<file path="src/rtl/mdio_pkg.sv">
// mdio_pkg: shared MDIO widths, arbiter FSM states and the forced read value used on a watchdog timeout.
package mdio_pkg;
    localparam int MDIO_ADDR_W = 5;
    localparam int MDIO_DATA_W = 16;
    localparam logic [MDIO_DATA_W-1:0] MDIO_TO_RD_DATA = 16'hFFFF;
    typedef enum logic [1:0] {IDLE, WAIT, GAP} state_t;
endpackage

</file>
<file path="src/rtl/mdio_rr_pick.sv">
// mdio_rr_pick: combinational round-robin winner select with optional fixed priority for requester 0.
//   req        : per-requester valid vector
//   last_grant : index granted most recently; the scan starts just above it
//   prio0      : 1 = requester 0 wins whenever it is valid
//   grant      : winning index (meaningful only when any = 1)
//   any        : at least one request is valid
module mdio_rr_pick #(
    parameter int NUM_REQ = 2,
    parameter int GW      = 1
) (
    input  logic [NUM_REQ-1:0] req,
    input  logic [GW-1:0]      last_grant,
    input  logic               prio0,
    output logic [GW-1:0]      grant,
    output logic               any
);
    // Scan from farthest to nearest so the first set bit after last_grant is the last one written.
    always_comb begin
        grant = '0;
        for (int k = NUM_REQ; k >= 1; k--)
            if (req[(int'(last_grant) + k) % NUM_REQ]) grant = GW'((int'(last_grant) + k) % NUM_REQ);
        if (prio0 && req[0]) grant = '0;
    end
    assign any = |req;
endmodule

</file>
<file path="src/rtl/mdio_arb.sv">
// mdio_arb: shares one MDIO operation interface between NUM_REQ requesters, one operation at a time,
// with a watchdog that forces completion when the driver never answers.
//   clk, rst_n                         : clock, asynchronous active-low reset
//   req_valid/rh_wl/addr/wr_data       : packed per-requester requests
//   req_ready                          : one-hot accept pulse
//   rsp_done/rd_data/rd_ack/timeout    : one-hot completion pulse and its result
//   busy                               : an operation is outstanding
//   op_exec/rh_wl/addr/wr_data         : start pulse and fields to the MDIO driver
//   op_done/rd_data/rd_ack             : completion from the MDIO driver
module mdio_arb
    import mdio_pkg::*;
#(
    parameter int NUM_REQ     = 2,
    parameter int TIMEOUT_CYC = 4096,
    parameter bit PRIO0       = 1'b0
) (
    input  logic                             clk,
    input  logic                             rst_n,
    input  logic [NUM_REQ-1:0]               req_valid,
    input  logic [NUM_REQ-1:0]               req_rh_wl,
    input  logic [NUM_REQ*MDIO_ADDR_W-1:0]   req_addr,
    input  logic [NUM_REQ*MDIO_DATA_W-1:0]   req_wr_data,
    output logic [NUM_REQ-1:0]               req_ready,
    output logic [NUM_REQ-1:0]               rsp_done,
    output logic [MDIO_DATA_W-1:0]           rsp_rd_data,
    output logic                             rsp_rd_ack,
    output logic                             rsp_timeout,
    output logic                             busy,
    output logic                             op_exec,
    output logic                             op_rh_wl,
    output logic [MDIO_ADDR_W-1:0]           op_addr,
    output logic [MDIO_DATA_W-1:0]           op_wr_data,
    input  logic                             op_done,
    input  logic [MDIO_DATA_W-1:0]           op_rd_data,
    input  logic                             op_rd_ack
);
    localparam int GW = NUM_REQ > 2 ? 2 : 1;
    localparam int CW = $clog2(TIMEOUT_CYC + 1);
    state_t          state, state_nx;
    logic [GW-1:0]   last_grant, cur, g;
    logic [CW-1:0]   cnt;
    logic            any, expire;
    mdio_rr_pick #(.NUM_REQ(NUM_REQ), .GW(GW)) u_pick (
        .req        (req_valid),
        .last_grant (last_grant),
        .prio0      (PRIO0),
        .grant      (g),
        .any        (any)
    );
    assign expire = cnt == CW'(TIMEOUT_CYC - 1);
    assign busy   = state != IDLE;
    always_comb begin
        state_nx = state == IDLE ? (any ? WAIT : IDLE) :
                   state == WAIT ? (op_done || expire ? GAP : WAIT) : IDLE;
    end
    always_ff @(posedge clk or negedge rst_n)
        if (!rst_n) state <= IDLE;
        else        state <= state_nx;
    always_ff @(posedge clk or negedge rst_n) begin
        if (!rst_n) begin
            last_grant  <= GW'(NUM_REQ - 1);
            cur         <= '0;
            cnt         <= '0;
            req_ready   <= '0;
            rsp_done    <= '0;
            rsp_rd_data <= '0;
            rsp_rd_ack  <= 1'b0;
            rsp_timeout <= 1'b0;
            op_exec     <= 1'b0;
            op_rh_wl    <= 1'b0;
            op_addr     <= '0;
            op_wr_data  <= '0;
        end else begin
            op_exec   <= 1'b0;
            req_ready <= '0;
            rsp_done  <= '0;
            if (state == IDLE && any) begin
                op_exec      <= 1'b1;
                op_rh_wl     <= req_rh_wl[g];
                op_addr      <= req_addr[MDIO_ADDR_W*g +: MDIO_ADDR_W];
                op_wr_data   <= req_wr_data[MDIO_DATA_W*g +: MDIO_DATA_W];
                req_ready[g] <= 1'b1;
                cur          <= g;
                cnt          <= '0;
            end
            if (state == WAIT) begin
                cnt <= cnt + 1'b1;
                // op_done takes precedence over a watchdog expiry on the same cycle.
                if (op_done || expire) begin
                    rsp_done[cur] <= 1'b1;
                    rsp_rd_data   <= op_done ? op_rd_data : MDIO_TO_RD_DATA;
                    rsp_rd_ack    <= op_done ? op_rd_ack : 1'b1;
                    rsp_timeout   <= !op_done;
                    last_grant    <= cur;
                end
            end
        end
    end
endmodule

</file>
<file path="config.mk">
export PLATFORM = sky130hd
export DESIGN_NAME = mdio_arb
export DESIGN_NICKNAME = d
export VERILOG_FILES = /design/src/rtl/mdio_pkg.sv /design/src/rtl/mdio_rr_pick.sv /design/src/rtl/mdio_arb.sv
export SDC_FILE = /design/constraint.sdc
export NUM_CORES = 1
export LEC_CHECK = 0
export BUFFER_PORTS_ARGS = -buffer_cell sky130_fd_sc_hd__buf_2
export CORE_MARGIN = 2
export CORE_UTILIZATION = 30
export CTS_BUF_LIST = sky130_fd_sc_hd__clkbuf_8
export CTS_CLUSTER_DIAMETER = 60
export DETAILED_ROUTE_END_ITERATION = 16
export GPL_ROUTABILITY_DRIVEN = 0
export PLACE_DENSITY = 0.53
export SETUP_SLACK_MARGIN = 0.05
export SYNTH_ARGS = -nofsm -noshare
export SYNTH_HDL_FRONTEND = slang
export SYNTH_SLANG_ARGS = --single-unit
</file>
<file path="constraint.sdc">
create_clock -name clk -period 2.2 [get_ports clk]
set_clock_uncertainty 0.05 [all_clocks]
set_input_delay 0.44 -clock clk [delete_from_list [all_inputs] [get_ports clk]]
set_output_delay 0.44 -clock clk [all_outputs]
set_load 0.01 [all_outputs]
</file>
==> results.md <==
- Syn_area_per_cell: between 10 and 15 sq um
- Placed standard-cell area: 0.00324 sq mm
- Cts hold-fix bufs: 0
- Commonest non-fill, non-tap cell in the layout: buf_2
- GRT Util Overall: 0.139
- Hold Path Class: in -> async
- Antenna diodes: 0
- Met3 GRT Util: 0.0564
- Pwr dens: about 1300 mW/mm^2
- Largest net degree at the start of global routing: 63
- Final instance area: 0.00341 sq mm
- Routed Antenna Nets: 0
- RR Endpoint: op_wr_data[15]$_DFFE_PN0P_
- Post-Route WL: 6060 um
- Min Tclk post-route: 1860 ps
- Syn Nets: 277
- Mapped Cells: 210
- Number of vias per cell: 4.86
- Status: finished clean
- CP Class: reg -> reg
- Final hold violation count: 0
- CP required: 2420 ps
- Initial detailed-routing violation count: about 220
- CP Max Fanout: 23
- Drt wl/cell: 13.9 um
- Post-Syn Area: approximately 0.0026 sq mm
- Number of library cell types mapped by synthesis: 36
- Area delta synth->final: 33.7%
- Antenna violations before repair: 0
- Max_cap viols: 0
- DP Wirelength: 4310 um
- Layer with the highest usage: met2
- Post-CTS Setup Repair Bufs: 0
- Commonest non-fill, non-tap cells in the layout: buf_2 (111), dfrtp_1 (61), inv_1 (27)
- Layout cells sized above 1: 0.470
- Die area: just over 0.009 sq mm
- Fill cells: between 800 and 900
- # rows: 33
- # clock sinks: 62
- Vias: 2124
- DR pass1 iterations: 5
- Max clock buf depth: 2
- Ys Warns: 0
- Clock latency on the worst-skew pair: 330 ps
- Global route overflow: 0
- Reg2Reg Setup Slack: 340 ps
- Post-synthesis register bit count: 62
- Crit path DAT: 2080 ps
- Clock transition at path regs: about 70 ps
- Clk root buf: clkbuf_8
- Top Ports: 112
- Met1 usage: 0.188
- Max-slew violation count: 0
- Starting Density: 0.310
- Critical path endpoint category: flop
- Period utilization: 0.846
- First-pass GRT wire length: 9770 um
- Global Route met2 Usage: 0.205
- Chip width: 96.2 um
- Main flop type after synthesis: dfrtp_1
- Slew margin rel.: 0.416
- Vias in the first global route: 2006
- Nets: 394
- Core ar.: 0.00822 sq mm
- Fmax: 537 MHz
- Worst VDD drop: roughly 0.65 mV
- H-tree depth: 3
- Final core area utilization: 0.415
- LEAKAGE: approximately 1.7 nW
- Num CTS Buffers: 9
- RSZ-0062 raised after global routing: false
- # setup viols final: 0
- Post-cts resize count: 0
- Worst R2R Start: state[0]$_DFF_PN0_
- TNS Setup: 0 ps
- Worst-margin pin slew: 876 ps
- Die height: 96.2 um
- Register area share after synthesis: 0.609
- Post-synth ARST share: 1.00
- Drt drc: 0
- Power after layout: 4.31 mW
- Nature of the critical path startpoint: flop
- Post-synth EDFFs: 0
- CTS tree: built
- Reg2reg path depth: 4
- # port buffers: approximately 110
power breakdown:
| group | switching, mW | internal (mW) |
|---|---|---|
| Clock | 0.420 | 0.425 |
| Sequential | 0.231 | 1.58 |
| Combinational | 0.871 | 0.785 |
| Total | 1.52 | 2.79 |
cells in the mapped netlist (2+ instances only):
cell | instances | area [sq um]
o21ai_0 | 9 | 45.0
nor3_1 | 2 | 10.0
buf_2 | 5 | 25.0
o31ai_1 | 6 | 45.0
nand3_1 | 7 | 35.0
nand2b_1 | 2 | 12.5
dfrtp_1 | 61 | 1530
buf_6 | 2 | 22.5
clkbuf_1 | 6 | 22.5
o22a_2 | 16 | 160
nor2_1 | 3 | 11.3
o211ai_1 | 4 | 30.0
a222oi_1 | 22 | 220
and3_1 | 5 | 31.3
inv_1 | 25 | 93.8
nand2_1 | 12 | 45.0
nand4_1 | 4 | 25.0
worst max-delay path by stage:
stage	from	to	slack (ps)	cells after the start
floorplan	state[1]$_DFF_PN0_	last_grant$_DFFE_PN1P_	620	4
global placement	state[0]$_DFF_PN0_	op_wr_data[9]$_DFFE_PN0P_	430	4
detailed placement	state[0]$_DFF_PN0_	op_wr_data[15]$_DFFE_PN0P_	350	4
CTS	state[0]$_DFF_PN0_	op_wr_data[15]$_DFFE_PN0P_	330	4
global route	state[0]$_DFF_PN0_	op_wr_data[8]$_DFFE_PN0P_	190	4
finish	state[0]$_DFF_PN0_	op_wr_data[15]$_DFFE_PN0P_	340	4
through the flow:
step	setup WS, ps	hold slack (ps)	std cells
after floorplan	621	94.4	210
after global placement	428	416	421
after detailed placement	345	418	421
after CTS	333	66.2	437
after global routing	193	72.6	437
final	338	59.1	437
sequential cells by signal, indices dropped and copies added (netlist names):
signal / flops
state: 2
op_exec: 1
req_ready: 2
last_grant: 1
op_rh_wl: 1
rsp_timeout: 1
op_addr: 5
rsp_rd_ack: 1
rsp_rd_data: 16
cur: 1
cnt: 13
rsp_done: 2
op_wr_data: 16
metal layers:
metal | vias up | wire, um
met5 | - | 0
li1 | 1032 | -
met4 | 0 | 20
met1 | 993 | 2720
met2 | 97 | 2790
met3 | 2 | 526
critical path, stage by stage (launching register included):
cell and delay (ps):
dfrtp_1 420, nor2_1 230, and3_1 780, a222oi_1 210, inv_1 100
area by class of cell:
cell class / instances / area (sq um) / share of cell area
Timing Repair Buffer: 119 / 628 / 0.184
Tap cell: 105 / 131 / 0.0385
Clock inverter: 6 / 30.0 / 0.00880
Multi-Input combinational cell: 110 / 838 / 0.246
Inverter: 25 / 93.8 / 0.0275
Clock buffer: 10 / 138 / 0.0403
Sequential cell: 62 / 1550 / 0.455
cell families after synthesis:
logic type | Yosys count | share of synthesized area
AOI/OAI and AO/OA | 65 | 0.225
muxes | 1 | 0.00441
and+or+nand+nor | 43 | 0.0927
adders and majority gates | 1 | 0.00490
buffers and inverters | 38 | 0.0642
DFF | 62 | 0.609
(Power assumes the default switching activity.)
